===== src/rtl/vga_sync_decoder.sv =====
// Receive side of the CRT timing interface: measures line/frame timing from
// active-low hsync/vsync and regenerates active-video coordinates and lock.
//
// state  | meaning
// SEARCH | measuring; counting consecutive identical frames toward lock
// LOCKED | timing stable; any measurement change or counter overflow drops out
module vga_sync_decoder #(
  parameter int CountSize  = 10,
  parameter int LockFrames = 2
) (
  input  logic                 clock,
  input  logic                 reset,
  input  logic                 PixelEnable,
  input  logic                 hsync,
  input  logic                 vsync,
  input  logic [CountSize-1:0] hSynchPulse,
  input  logic [CountSize-1:0] hBackPorch,
  input  logic [CountSize-1:0] Xresolution,
  input  logic [CountSize-1:0] vSynchPulse,
  input  logic [CountSize-1:0] vBackPorch,
  input  logic [CountSize-1:0] Yresolution,
  output logic [CountSize-1:0] hTotal,
  output logic [CountSize-1:0] hSyncWidth,
  output logic [CountSize-1:0] vTotal,
  output logic [CountSize-1:0] vSyncWidth,
  output logic [CountSize-1:0] xpos,
  output logic [CountSize-1:0] ypos,
  output logic                 videoActive,
  output logic                 lineStart,
  output logic                 frameStart,
  output logic                 locked,
  output logic                 timingError
);
  localparam int MatchW = (LockFrames < 1) ? 1 : $clog2(LockFrames + 1);
  localparam logic [CountSize-1:0] CntMax     = '1;
  localparam logic [CountSize-1:0] CntOne     = CountSize'(1);
  localparam logic [CountSize-1:0] CntNearMax = CntMax - CntOne;
  localparam logic [MatchW-1:0]    MatchOne   = MatchW'(1);
  localparam logic [MatchW-1:0]    MatchGoal  = MatchW'(LockFrames);

  typedef enum logic {SEARCH, LOCKED} state_t;
  state_t state;

  logic                 hs_prev, vs_prev, primed;
  logic                 h_seen, v_seen, h_valid, v_valid, dirty;
  logic [MatchW-1:0]    match_cnt;
  logic [CountSize-1:0] hcnt, vcnt;

  logic                 h_fall, h_rise, v_fall, v_rise;
  logic                 h_sat, v_sat, h_changed, v_changed, frame_match;
  logic [CountSize-1:0] h_meas, v_meas;
  logic [CountSize:0]   hoff, hend, voff, vend;
  logic                 x_act, y_act;

  // The first enabled sample after reset only loads the history, so a sync
  // already low at release never looks like an edge.
  assign h_fall = PixelEnable & primed & hs_prev & ~hsync;
  assign h_rise = PixelEnable & primed & ~hs_prev & hsync;
  assign v_fall = h_fall & vs_prev & ~vsync;
  assign v_rise = h_fall & ~vs_prev & vsync;

  // Counters read 0 on the edge sample, so the span is the count plus one.
  assign h_meas = (hcnt == CntMax) ? hcnt : hcnt + CntOne;
  assign v_meas = (vcnt == CntMax) ? vcnt : vcnt + CntOne;

  assign h_sat = PixelEnable & ~h_fall & (hcnt == CntNearMax);
  assign v_sat = h_fall & ~v_fall & (vcnt == CntNearMax);

  assign h_changed   = h_fall & h_valid & (h_meas != hTotal);
  assign v_changed   = v_fall & v_valid & (v_meas != vTotal);
  assign frame_match = v_valid & ~dirty & ~h_changed & (v_meas == vTotal);

  assign hoff  = {1'b0, hSynchPulse} + {1'b0, hBackPorch};
  assign hend  = hoff + {1'b0, Xresolution};
  assign voff  = {1'b0, vSynchPulse} + {1'b0, vBackPorch};
  assign vend  = voff + {1'b0, Yresolution};
  assign x_act = ({1'b0, hcnt} >= hoff) && ({1'b0, hcnt} < hend);
  assign y_act = ({1'b0, vcnt} >= voff) && ({1'b0, vcnt} < vend);

  always_ff @(posedge clock) begin
    if (reset) begin
      hTotal      <= '0;
      hSyncWidth  <= '0;
      vTotal      <= '0;
      vSyncWidth  <= '0;
      xpos        <= '0;
      ypos        <= '0;
      videoActive <= 1'b0;
      lineStart   <= 1'b0;
      frameStart  <= 1'b0;
      locked      <= 1'b0;
      timingError <= 1'b0;
      hs_prev     <= 1'b1;
      vs_prev     <= 1'b1;
      primed      <= 1'b0;
      h_seen      <= 1'b0;
      v_seen      <= 1'b0;
      h_valid     <= 1'b0;
      v_valid     <= 1'b0;
      dirty       <= 1'b0;
      match_cnt   <= '0;
      hcnt        <= '0;
      vcnt        <= '0;
      state       <= SEARCH;
    end else begin
      lineStart   <= 1'b0;
      frameStart  <= 1'b0;
      timingError <= 1'b0;
      xpos        <= x_act ? hcnt - hoff[CountSize-1:0] : '0;
      ypos        <= y_act ? vcnt - voff[CountSize-1:0] : '0;
      videoActive <= x_act & y_act;

      if (PixelEnable) begin
        primed  <= 1'b1;
        hs_prev <= hsync;

        if (h_fall) begin
          hcnt      <= '0;
          lineStart <= 1'b1;
          h_seen    <= 1'b1;
          vs_prev   <= vsync;
          if (h_seen) begin
            hTotal  <= h_meas;
            h_valid <= 1'b1;
          end
          if (v_fall) begin
            vcnt       <= '0;
            frameStart <= 1'b1;
            v_seen     <= 1'b1;
            if (v_seen) begin
              vTotal  <= v_meas;
              v_valid <= 1'b1;
            end
          end else begin
            if (v_rise && v_seen) vSyncWidth <= v_meas;
            if (vcnt != CntMax) vcnt <= vcnt + CntOne;
          end
        end else begin
          if (h_rise && h_seen) hSyncWidth <= h_meas;
          if (hcnt != CntMax) hcnt <= hcnt + CntOne;
        end

        // A line-length change anywhere in a frame disqualifies that frame.
        if (v_fall) dirty <= 1'b0;
        else if (h_changed) dirty <= 1'b1;

        case (state)
          SEARCH: begin
            if (v_fall && v_seen) begin
              if (frame_match) begin
                if (match_cnt + MatchOne == MatchGoal) begin
                  state     <= LOCKED;
                  locked    <= 1'b1;
                  match_cnt <= '0;
                end else begin
                  match_cnt <= match_cnt + MatchOne;
                end
              end else begin
                match_cnt <= '0;
              end
            end
          end
          LOCKED: begin
            if (h_changed || v_changed) begin
              timingError <= 1'b1;
              locked      <= 1'b0;
              match_cnt   <= '0;
              state       <= SEARCH;
            end
          end
          default: state <= SEARCH;
        endcase

        if (h_sat || v_sat) begin
          timingError <= 1'b1;
          locked      <= 1'b0;
          match_cnt   <= '0;
          state       <= SEARCH;
        end
      end
    end
  end
endmodule

===== config.mk =====
export PLATFORM = sky130hd
export DESIGN_NAME = vga_sync_decoder
export DESIGN_NICKNAME = d
export VERILOG_FILES = /design/src/rtl/vga_sync_decoder.sv
export SDC_FILE = /design/constraint.sdc
export NUM_CORES = 1
export LEC_CHECK = 0
export BUFFER_PORTS_ARGS = -buffer_cell sky130_fd_sc_hd__buf_2
export CAP_MARGIN = 15
export CORE_ASPECT_RATIO = 2
export CORE_MARGIN = 2
export CORE_UTILIZATION = 48
export DETAILED_ROUTE_END_ITERATION = 12
export PLACE_DENSITY = 0.69
export SKIP_CTS_REPAIR_TIMING = 1
export SLEW_MARGIN = 30
export SYNTH_ARGS = -nofsm -noshare
export SYNTH_HDL_FRONTEND = slang
export SYNTH_SLANG_ARGS = --single-unit

===== constraint.sdc =====
create_clock -name clock -period 13.37 [get_ports clock]
set_input_delay 2.0055 -clock clock [delete_from_list [all_inputs] [get_ports clock]]
set_output_delay 2.0055 -clock clock [all_outputs]
set_load 0.1 [all_outputs]

# After elaboration in Yosys (flattened, before gate mapping)
# Index checks and enable logic that the tools add are counted.
# op_classes
addsub	9
n_eq_ne	14
n_reduce_logical	25
n_bitwise	33
magnitude_cmp	4
n_mux	31
# op_table
operator	n
10-bit two-way mux	6
10-bit == test, second input constant	4
10-bit by 10-bit adder with 11-bit output	2
11-bit by 10-bit adder with 11-bit output	2
10-bit by 11-bit greater-or-equal comparator with 1-bit output	2
10-bit by 11-bit < comparator with 1-bit output	2
1-bit bitwise AND	21
10-bit by 1-bit adder with 10-bit output, second input constant	2
10-bit != test	2
10-bit != test, second input constant	2
10-bit subtractor	2
1-bit two-way mux	17
3-bit AND reduction	5
1-bit NOT	12
10-bit == test	1
2-bit two-way mux	5
3-bit != test, second input constant	3
4-bit AND reduction	2
2-bit AND reduction	3
2-bit nonzero test	3
2-bit OR reduction	3
1-bit logical AND	5
5-bit AND reduction	1
1-bit case mux with 2 select lines	2
6 further kinds	7
# totals
reg_bits	96
wordCells	139
out_inout_bits	65

# Logic depth before layout (Yosys ltp)
# Gate-level depths: netlist of the first run.
# depth
word_depth	12
ltp_mapped	21
depth_no_buf	21

# Worst setup path before layout of the first run
# OpenSTA, ideal clock, no wires.
# synth_path
kind	input port to flip-flop
startpoint	input vSynchPulse[1]
endpoint	register ypos[3]
required_ns	13.291
path_slack_ns	7.620
path_buffers	0
path_stages	21
t_arrival_ns	5.671
cell_sequence	ha_1 -> a21o_1 -> a21oi_1 -> o21bai_1 -> a21oi_1 -> o21bai_1 -> a21oi_1 -> xnor2_1 -> ha_1 -> a21o_1 -> a31oi_1 -> nand2_1 -> xnor2_1 -> ha_1 -> a21o_1 -> a21oi_1 -> nor2b_1 -> a221oi_1 -> a211oi_1 -> o21ai_1 -> nor3_1
# synth_between
elab_chain_cells	6
# synth_lines
item	line	text
from (decl)	19	input logic [CountSize-1:0] vSynchPulse,
10-bit by 10-bit adder with 11-bit output *	75	assign voff = {1'b0, vSynchPulse} + {1'b0, vBackPorch};
11-bit by 10-bit adder with 11-bit output	76	assign vend = voff + {1'b0, Yresolution};
10-bit by 11-bit < comparator with 1-bit output	78	assign y_act = ({1'b0, vcnt} >= voff) && ({1'b0, vcnt} < vend);
1-bit logical AND	78	
1-bit NOT (no line)	-	
2-bit OR reduction (no line)	-	
to (signal assigned)	110	ypos <= y_act ? vcnt - voff[CountSize-1:0] : '0;
to (decl)	27	output logic [CountSize-1:0] ypos,
# Mark *: on every way between the ends. The rest lies on a longest branch, timed or not.
# A chain may end at the register's enable or synchronous reset.

# Final worst setup path of the first run
# Ends and elaborated chain as after synthesis.

==> reports/results.tsv, run 1 <==
metric	value	unit
status	finished clean	
drv_cap	0	
fmax	166.1	MHz
detail_route.first_pass.iterations	5	
track_usage	21.07	%
grt-ovfl-total	0	
drc	0	
timing.final.crit_share	45.02	%
p_seq_share	38.0	%
final_core_utilization	55.69	%
start_util	48.63	%
io_buffers	129	
crit_slowest_cell	o21ai_1	
avgSynthCellArea	8.103	sq um
hold_viol	0	
die_area	15910	sq um
die_w	90.19	um
synth_area	7131	sq um
viasPerCell	5.525	
areaGrowthSynthToFinish	14.51	%
sw_frac_of_total	32.14	%
switchingPower	0.2467	mW
critical-path-top-delay-family	compound AO/OA/AOI/OAI gates	
grt_pass1_wl	28160	um
p_per_area	94.01	nW/um^2
routed_wl	17060	um
p_comb_share	30.0	%
ant_nets	0	
worstPathCellList	buf_2 -> ha_1 -> a21o_1 -> a21oi_1 -> o21bai_1 -> a21oi_1 -> o21bai_1 -> a21oi_1 -> xnor2_1 -> ha_1 -> a21o_1 -> a31oi_1 -> nand2_1 -> xnor2_1 -> ha_1 -> a21o_1 -> a21oi_1 -> nor2b_1 -> a221oi_1 -> a211oi_1 -> o21ai_1 -> nor3_1	
drtIter0Drc	328	
cp_max_fo	9	
cts_made_buffers	9	
path_clk_slew	0.07	ns
rsz0062_at_grt	no	
cts_buffer_depth	2	
fin_area	8165	sq um
cts_tree	done	
crit_type	in2reg	
ctsRootBufferMaster	clkbuf_16	
core	14660	sq um
fin_tns_setup	0	ns
p_clk_share	32.0	%
nets	1139	
p_int	0.5209	mW
ir_drop	64.13	uV
slew_viol_final	0	
relSlewSlack	51.50	%
crit_arrival	6.28	ns
whs	0.4729	ns
clkLatencyLatePin	0.35	ns
postPlaceCellArea	7875	sq um
synth_fp_nets	1035	
drive_gt1_share	16.28	%
dp.cells	1168	
die_h	176.4	um
yosys_warnings	0	
postSynthCellCount	880	
synthTopCellsByArea	dfxtp_1 27%, ha_1 15%, xnor2_1 5.9%	
slowest_delay	0.32	ns
cts.sink_count	96	
synth.top_cell.area_share	26.95	%
seq_area_frac_synth	26.95	%
antenna_found_initial	0	
rows	63	
synth_ff_type	dfxtp_1	
htree_levels	3	
critPathLaunchType	input port	
async_reset_ff_share	0	%
skew	0.009730	ns
synth_edf_count	0	
critPathBufInv	1	
synth.largest_area_cell	dfxtp_1	
tightest_slew	0.7227	ns
setup_violations	0	
grt_max_degree	65	
hp-class	reg2reg	
antenna_cells	0	
crit_top_cell	a21oi_1	
grt_pass1_vias	5985	
vias	6542	
required	13.63	ns
end_kind	flip-flop	
leakagePower	3.715	nW
synth_seq_cells	96	
fin_crit	6.020	ns
stdcell_count	1184	
io_pins	130	
synth_cell_types	68	
place_hpwl	13450	um
gp_congestion	0.9155	
wl_per_cell	14.41	um
-- cell families after synthesis --
kind of cell	synth area share (%)
AOI/OAI and AO/OA	21.21
xor gates and xnor gates	8.475
DFF	26.95
adders and majority gates	16.42
muxes	1.983
buffers and inverters	5.983
and+or+nand+nor	18.97
-- power by group through the flow --
stage / Sequential (mW) / Clock [mW] / Combinational [mW]
after floorplan: 0.298 / 0 / 0.180
after global routing: 0.292 / 0.261 / 0.262
after detailed placement: 0.298 / 0 / 0.229
after CTS: 0.292 / 0.249 / 0.230
final: 0.292 / 0.245 / 0.231
after global placement: 0.298 / 0 / 0.221
-- final timing paths --
kind	start	endpoint	slack [ns]	depth (start not counted)
setup / recovery	vSynchPulse[1]	ypos[3]$_SDFF_PP0_	7.35	22
hold reg to reg	locked$_SDFFE_PP0P_	locked$_SDFFE_PP0P_	0.47	2
hold / removal	locked$_SDFFE_PP0P_	locked$_SDFFE_PP0P_	0.47	2
setup reg to reg	hcnt[1]$_SDFFE_PP0P_	match_cnt[0]$_SDFFE_PP0P_	9.77	9
-- worst reg2reg max path, delay by kind of cell (launching register included) --
| family | cells | cell delay (ns) |
|---|---|---|
| AOI/OAI and AO/OA | 4 | 0.90 |
| adders and majority gates | 1 | 0.66 |
| DFF | 1 | 0.65 |
| and+or+nand+nor | 4 | 1.33 |
-- flip-flops by register name, indices dropped and copies added, names as in the netlist --
| signal | cells |
|---|---|
| hTotal | 10 |
| vcnt | 10 |
| xpos | 10 |
| ypos | 10 |
| locked | 1 |
| vs_prev | 1 |
| hs_prev | 1 |
| hSyncWidth | 10 |
| frameStart | 1 |
| vSyncWidth | 10 |
| h_seen | 1 |
| primed | 1 |
| vTotal | 10 |
| dirty | 1 |
| timingError | 1 |
| hcnt | 10 |
| videoActive | 1 |
| v_valid | 1 |
| v_seen | 1 |
| state | 1 |
| match_cnt | 2 |
| lineStart | 1 |
| h_valid | 1 |
-- layout by cell type (no fill, tap or decap), types with 3 or more instances in the layout --
cell type / synthesis / final
nand4_1: 22 / 22
o21ai_1: 3 / 3
o21ai_0: 38 / 38
a21oi_1: 72 / 72
or3_1: 6 / 6
a211oi_1: 21 / 21
nor2b_1: 11 / 11
nand2_1: 68 / 68
nor4_1: 5 / 5
a21boi_0: 6 / 6
xor2_1: 21 / 21
dfxtp_1: 96 / 96
a2111oi_0: 4 / 4
inv_1: 63 / 63
ha_1: 84 / 84
a211o_1: 3 / 3
mux2i_1: 13 / 13
fa_1: 6 / 6
a31oi_1: 4 / 4
o21a_1: 8 / 8
xnor2_1: 48 / 48
nand3_1: 12 / 12
clkbuf_16: 0 / 9
nor2_1: 90 / 90
and3_1: 8 / 8
buf_2: 5 / 129
nor3_1: 23 / 21
a21o_1: 26 / 26
o21bai_1: 14 / 14
and4_1: 4 / 4
and2_1: 5 / 5
o22ai_1: 3 / 3
nand2b_1: 9 / 9
-- cell type report --
| type | count | area, sq um |
|---|---|---|
| flip-flops and latches | 96 | 1922 |
| inverters | 63 | 236.5 |
| clock inverters | 7 | 53.80 |
| repair buffers | 131 | 660.6 |
| fillers | 1448 | 6496 |
| well taps | 195 | 244.0 |
| clock buffers | 9 | 225.2 |
| multi-input cells | 683 | 4823 |
-- layer usage --
metal  vias to the layer above  GRT usage [%]  part of all wire, %
met3                        26          2.347                  4.1
met5                         -              0                    0
li1                       3336              -                    -
met1                      3022          29.57                   48
met2                       158          33.52                   46
met4                         0          7.500                  2.2
-- stage by stage --
stage	total power, mW	worst slack [ns]
finish	0.7676	7.350
global route	0.8157	6.966
CTS	0.7710	7.342
detailed placement	0.5270	6.988
global placement	0.5194	7.162
floorplan	0.4773	7.620
-- cell usage after synthesis (4+ instances only) --
library cell	instances
dfxtp_1	96
nor2_1	90
ha_1	84
a21oi_1	72
nand2_1	68
inv_1	63
xnor2_1	48
o21ai_0	38
a21o_1	26
clkbuf_1	26
nor3_1	23
nand4_1	22
a211oi_1	21
xor2_1	21
o21bai_1	14
mux2i_1	13
nand3_1	12
nor2b_1	11
nand2b_1	9
and3_1	8
o21a_1	8
a21boi_0	6
fa_1	6
or3_1	6
and2_1	5
buf_2	5
nor4_1	5
a2111oi_0	4
a31oi_1	4
and4_1	4
buf_6	4
Power figures use the tool's default switching activity.
==> inputs of run 2 (changes only) <==
--- a/config.mk
+++ b/config.mk
@@ -5,6 +5,7 @@
 export SDC_FILE = /design/constraint.sdc
 export NUM_CORES = 1
 export LEC_CHECK = 0
+export ABC_AREA = 1
 export BUFFER_PORTS_ARGS = -buffer_cell sky130_fd_sc_hd__buf_2
 export CAP_MARGIN = 15
 export CORE_ASPECT_RATIO = 2
==> constraint.sdc (replaced) <==
create_clock -name clock -period 5.81 [get_ports clock]
set_input_delay 0.8715 -clock clock [delete_from_list [all_inputs] [get_ports clock]]
set_output_delay 0.8715 -clock clock [all_outputs]
set_load 0.1 [all_outputs]
==> run 2 against run 1 <==
  * Synthesized cell count grew 15%
  * Sequential share of layout area decreased by 0.44 points
  * Sequential power rose by 130%
  * Clock skew is 0.00063 ns lower
  * Combinational power rose by 130%
  * Synthesized area is 0.40% higher
  * Global-route usage rose by 4.0 points
  * Setup slack worse by 5.9 ns
  * Wire length grew 15%
  * Power increased by 140%
  * Register-to-register slack got worse by 6.7 ns
  * Non-clock buffer count is 1 higher
  * Largest cell class unchanged
==> reports/results.tsv, run 2 <==
metric	value	unit
htree_levels	3	
final_core_utilization	56.45	%
synth_seq_cells	96	
leakagePower	4.409	nW
reg2regPathDepth	15	
async_reset_ff_share	0	%
slew_viol_final	0	
p_per_area	224.0	nW/um^2
fin_tns_setup	0	ns
mostFrequentLayoutCells	207 x nand2_1, 163 x inv_1, 129 x buf_2, 109 x a21oi_1, 96 x dfxtp_1	
gp_congestion	0.8644	
postSynthCellCount	1016	
drc	0	
r2r_end	locked$_SDFFE_PP0P_	
layout_commonest_cell	nand2_1	
vias	6976	
skew	0.009102	ns
cts_tree	done	
cts.sink_count	96	
avgSynthCellArea	7.047	sq um
critPathBufInv	3	
die_h	176.7	um
fmax	228.2	MHz
grt_max_degree	48	
rsz0062_at_grt	no	
crit_slowest_cell	ha_1	
worstPathCellList	buf_2 -> ha_1 -> a21oi_1 -> nand2_1 -> a21oi_1 -> o21ai_0 -> xor2_1 -> inv_1 -> ha_1 -> a21oi_1 -> o21ai_0 -> a21oi_1 -> xor2_1 -> ha_1 -> nand2_1 -> nor2_1 -> a211oi_1 -> o21ai_0 -> nand3_1 -> nand2_1 -> a21oi_1 -> o31ai_1 -> buf_4 -> nor2_1	
critPathLaunchType	input port	
synth_most_common_cell	nand2_1	
tightest_slew	0.9043	ns
areaGrowthSynthToFinish	16.22	%
hp-class	reg2reg	
io_buffers	129	
crit_arrival	4.67	ns
fin_crit	4.381	ns
cts_buffer_depth	2	
cp_max_fo	11	
die_area	15970	sq um
grt.met2_usage	51.35	%
seq_area_frac_synth	26.84	%
track_usage	25.06	%
whs	0.4487	ns
core	14740	sq um
viasPerCell	5.206	
start_util	48.57	%
nets	1296	
status	finished clean	
clkLatencyLatePin	0.36	ns
synth_fp_nets	1171	
slowest_delay	0.34	ns
setup_violations	0	
routed_wl	19570	um
grt_busiest_layer	met2	
ctsRootBufferMaster	clkbuf_16	
ant_nets	0	
crit_top_cell	a21oi_1	
synth_cell_types	44	
grt_pass1_wl	31820	um
yosys_warnings	0	
r2r_slack	3.04	ns
place_hpwl	15920	um
min_from	locked$_SDFFE_PP0P_	
required	6.10	ns
end_kind	flip-flop	
ir_drop	142.5	uV
detail_route.first_pass.iterations	4	
critical-path-top-delay-family	compound AO/OA/AOI/OAI gates	
drv_cap	0	
hold_viol	0	
drive_gt1_share	15.46	%
die_w	90.36	um
synth_ff_type	dfxtp_1	
wl_per_cell	14.60	um
io_pins	130	
timing.final.crit_share	75.41	%
rows	63	
cts_made_buffers	9	
grt_pass1_vias	6811	
holdPathEnd	locked$_SDFFE_PP0P_	
antenna_found_initial	0	
synth.largest_area_cell	dfxtp_1	
synth_edf_count	0	
crit_type	in2reg	
timing.rr.start	hcnt[1]$_SDFFE_PP0P_	
drtIter0Drc	225	
synth_area	7159	sq um
synth.top_cell.area_share	26.84	%
relSlewSlack	39.34	%
grt_use_met1	22.99	%
ys_top_cells_by_count	207 x nand2_1, 164 x inv_1, 109 x a21oi_1, 96 x dfxtp_1, 84 x ha_1	
grt-ovfl-total	0	
hold_depth	2	
synthTopCellsByArea	dfxtp_1 27%, ha_1 15%, nand2_1 11%	
antenna_cells	0	
path_clk_slew	0.07	ns
grt_use_met3	2.939	%
## run 2: cell count changes after synthesis, moves of 15 or more
cell / delta
a211oi_1: -16
a21o_1: -22
a21oi_1: +37
clkbuf_1: -16
inv_1: +101
nand2_1: +139
nand3_1: +50
nor2_1: -26
nor3_1: -16
o21ai_0: +15
xnor2_1: -30
## run 2: worst max path at each step
stage | startpoint | endpoint | slack, ns | cells after the start
floorplan | hSynchPulse[2] | xpos[4]$_SDFF_PP0_ | 1.83 | 23
global placement | hSynchPulse[2] | xpos[0]$_SDFF_PP0_ | 1.19 | 24
detailed placement | hSynchPulse[2] | videoActive$_SDFF_PP0_ | 1.10 | 24
CTS | hSynchPulse[2] | videoActive$_SDFF_PP0_ | 1.46 | 24
global route | hSynchPulse[2] | videoActive$_SDFF_PP0_ | 1.08 | 24
finish | hSynchPulse[2] | videoActive$_SDFF_PP0_ | 1.43 | 24
## run 2: stage by stage
stage	setup WS (ns)	power (mW)	instances	area [sq um]
floorplan	1.828	1.092	1016	7159
global placement	1.185	1.215	1325	7994
detailed placement	1.098	1.223	1325	8000
CTS	1.461	1.882	1340	8320
global route	1.082	1.977	1340	8320
finish	1.429	1.864	1340	8320
## run 2: kinds of logic (layout without fill, tap and decap cells)
group	Yosys count	in the layout	synth area share, %
AND/OR/NAND/NOR	397	397	25.46
AO/OA/AOI/OAI	198	198	15.10
buffers and inverters	185	314	10.12
flip-flops	96	96	26.84
adder cells (fa/ha/maj)	90	90	16.36
XOR/XNOR	50	50	6.117
## run 2: per-layer routing
metal | vias up | wire, um
li1 | 3595 | -
met1 | 3165 | 6737
met2 | 162 | 11230
met3 | 54 | 575
met4 | 0 | 1025
met5 | - | 0
## run 2: where the power goes
group          internal [mW]  switching (mW)
clock network          0.389           0.267
registers              0.662         0.00514
logic                  0.218           0.322
total                   1.27           0.594
## run 2: tightest hold or removal path: stages, from the launching register on
cell	delay [ns]
dfxtp_1	0.31
inv_1	0.05
a21oi_1	0.05
## run 2: final cells by class
| cell class | instances | area, sq um |
|---|---|---|
| well taps | 195 | 244.0 |
| inverters | 167 | 626.9 |
| clock inverters | 4 | 77.57 |
| flip-flops and latches | 96 | 1922 |
| multi-input cells | 735 | 4539 |
| repair buffers | 132 | 668.1 |
| clock buffers | 11 | 242.7 |
| fillers | 1513 | 6420 |
==> inputs of run 3 (changes only) <==
--- a/config.mk
+++ b/config.mk
@@ -12,7 +12,7 @@
 export CORE_MARGIN = 2
 export CORE_UTILIZATION = 48
 export DETAILED_ROUTE_END_ITERATION = 12
-export PLACE_DENSITY = 0.69
+export PLACE_DENSITY = 0.72
 export SKIP_CTS_REPAIR_TIMING = 1
 export SLEW_MARGIN = 30
 export SYNTH_ARGS = -nofsm -noshare
==> constraint.sdc (replaced) <==
create_clock -name clock -period 4 [get_ports clock]
set_input_delay 0.6 -clock clock [delete_from_list [all_inputs] [get_ports clock]]
set_output_delay 0.6 -clock clock [all_outputs]
set_load 0.1 [all_outputs]
==> run 3 against run 2 <==
  * Power up 47%
  * Critical path depth down 1
  * Clock skew down 0.0010 ns
  * Global-route usage down 1.4 points
  * Die area unchanged
  * Wire length down 4.8%
  * Sequential share of layout area down 0.51 points
  * Setup slack worse by 1.2 ns
  * Utilization up 1.3 points
==> reports/results.tsv, run 3 (same netlist as run 2, synthesis figures left out) <==
metric	value	unit
status	finished clean	
hold_depth	2	
critical-path-top-delay-family	adder cells	
crit_slowest_cell	fa_2	
die_w	90.36	um
grt-ovfl-total	0	
areaGrowthSynthToFinish	18.84	%
relSlewSlack	38.05	%
cts_made_buffers	9	
die_h	176.7	um
drv_cap	0	
htree_levels	3	
whs	0.4582	ns
track_usage	23.70	%
io_pins	130	
start_util	48.57	%
crit_type	in2reg	
grt_max_degree	47	
hold_viol	0	
cp_max_fo	6	
grt_pass1_wl	30890	um
report.power.total	2.735	mW
dp.cells	1342	
end_kind	flip-flop	
place_hpwl	15340	um
drtIter0Drc	227	
timing.final.crit_share	94.45	%
layout_commonest_cell	nand2_1	
antenna_found_initial	0	
postPlaceCellArea	8113	sq um
rows	63	
nets	1317	
grt_pass1_vias	7078	
viasPerCell	5.177	
reg2regPathDepth	15	
routed_wl	18620	um
cp_num_cells	23	
critPathLaunchType	input port	
die_area	15970	sq um
setup_violations	0	
slew_viol_final	0	
ir_drop	218.8	uV
mostFrequentLayoutCells	207 x nand2_1, 164 x inv_1, 130 x buf_2, 105 x a21oi_1, 96 x dfxtp_1	
ant_nets	0	
required	4.23	ns
worstPathCellList	buf_2 -> ha_1 -> fa_2 -> a21oi_2 -> o21bai_2 -> xor2_1 -> inv_1 -> ha_1 -> nand2_1 -> nor3_2 -> a21oi_2 -> xor2_1 -> ha_1 -> nand2_1 -> nor2_1 -> a211oi_2 -> o21ai_1 -> nand3_1 -> nand2_1 -> a21oi_1 -> o31ai_2 -> buf_4 -> nor2_1	
path_clk_slew	0.07	ns
vias	7046	
cts.sink_count	96	
tightest_slew	0.9283	ns
hp-class	reg2reg	
ctsRootBufferMaster	clkbuf_16	
clkLatencyLatePin	0.34	ns
cts_buffer_depth	2	
critPathBufInv	3	
wl_per_cell	13.68	um
detail_route.first_pass.iterations	5	
gp_congestion	0.9360	
drive_gt1_share	18.01	%
crit_arrival	4.01	ns
core	14740	sq um
drc	0	
fin_crit	3.778	ns
io_buffers	129	
slowest_delay	0.38	ns
fmax	264.7	MHz
stdcell_count	1361	
fillCellCount	1469	
p_per_area	321.5	nW/um^2
antenna_cells	0	
fin_area	8508	sq um
cts_tree	done	
skew	0.008104	ns
leakagePower	4.497	nW
==> run 3: per-stage QoR <==
step / worst slack (ns) / util (%) / TNS [ns]
5_1_grt: -0.04153 / 57.72 / -0.3598
4_1_cts: 0.2746 / 57.18 / 0
3_5_place_dp: -0.07273 / 55.04 / -0.9501
6_report: 0.2219 / 57.72 / 0
2_1_floorplan: 0.2896 / - / 0
3_3_place_gp: 0.05275 / 55.04 / 0
==> run 3: worst reg2reg max path, cell delays in order, from the launching register on <==
cell and delay, ns:
dfxtp_1 0.56, ha_1 0.30, inv_1 0.12, nor2_8 0.18, nand3_4 0.28, nand2_1 0.20
nand2_1 0.06, nand2_1 0.07, nand3_2 0.07, nor2_2 0.13, nand3_2 0.12, nand2_2 0.10
nand4_1 0.14, nand3_1 0.13, nand2_1 0.05, nor2_1 0.11
==> run 3: final timing paths <==
check	start	to	slack [ns]
max	hSynchPulse[0]	xpos[9]$_SDFF_PP0_	0.22
min	locked$_SDFFE_PP0P_	locked$_SDFFE_PP0P_	0.46
max reg2reg	hcnt[1]$_SDFFE_PP0P_	match_cnt[0]$_SDFFE_PP0P_	1.33
min reg2reg	locked$_SDFFE_PP0P_	locked$_SDFFE_PP0P_	0.46
==> run 3: routing by layer <==
| metal | vias to the layer above | wire length, um | track usage, % |
|---|---|---|---|
| li1 | 3624 | - | - |
| met1 | 3195 | 6332 | 21.02 |
| met2 | 163 | 10570 | 49.03 |
| met3 | 64 | 557 | 2.428 |
| met4 | 0 | 1155 | 15.06 |
| met5 | - | 0 | 0 |
==> run 3: cell type report <==
| cell class | count | area (sq um) | area share [%] |
|---|---|---|---|
| flip-flops and latches | 96 | 1922 | 22.59 |
| multi-input cells | 735 | 4577 | 53.79 |
| well taps | 195 | 244.0 | 2.868 |
| clock buffers | 9 | 225.2 | 2.647 |
| repair buffers | 153 | 823.3 | 9.676 |
| clock inverters | 6 | 90.09 | 1.059 |
| inverters | 167 | 626.9 | 7.368 |
==> run 3: where the power goes <==
| group | internal, mW | switching [mW] |
|---|---|---|
| Combinational | 0.364 | 0.488 |
| Clock | 0.547 | 0.367 |
| Sequential | 0.962 | 0.00694 |
| Total | 1.87 | 0.862 |
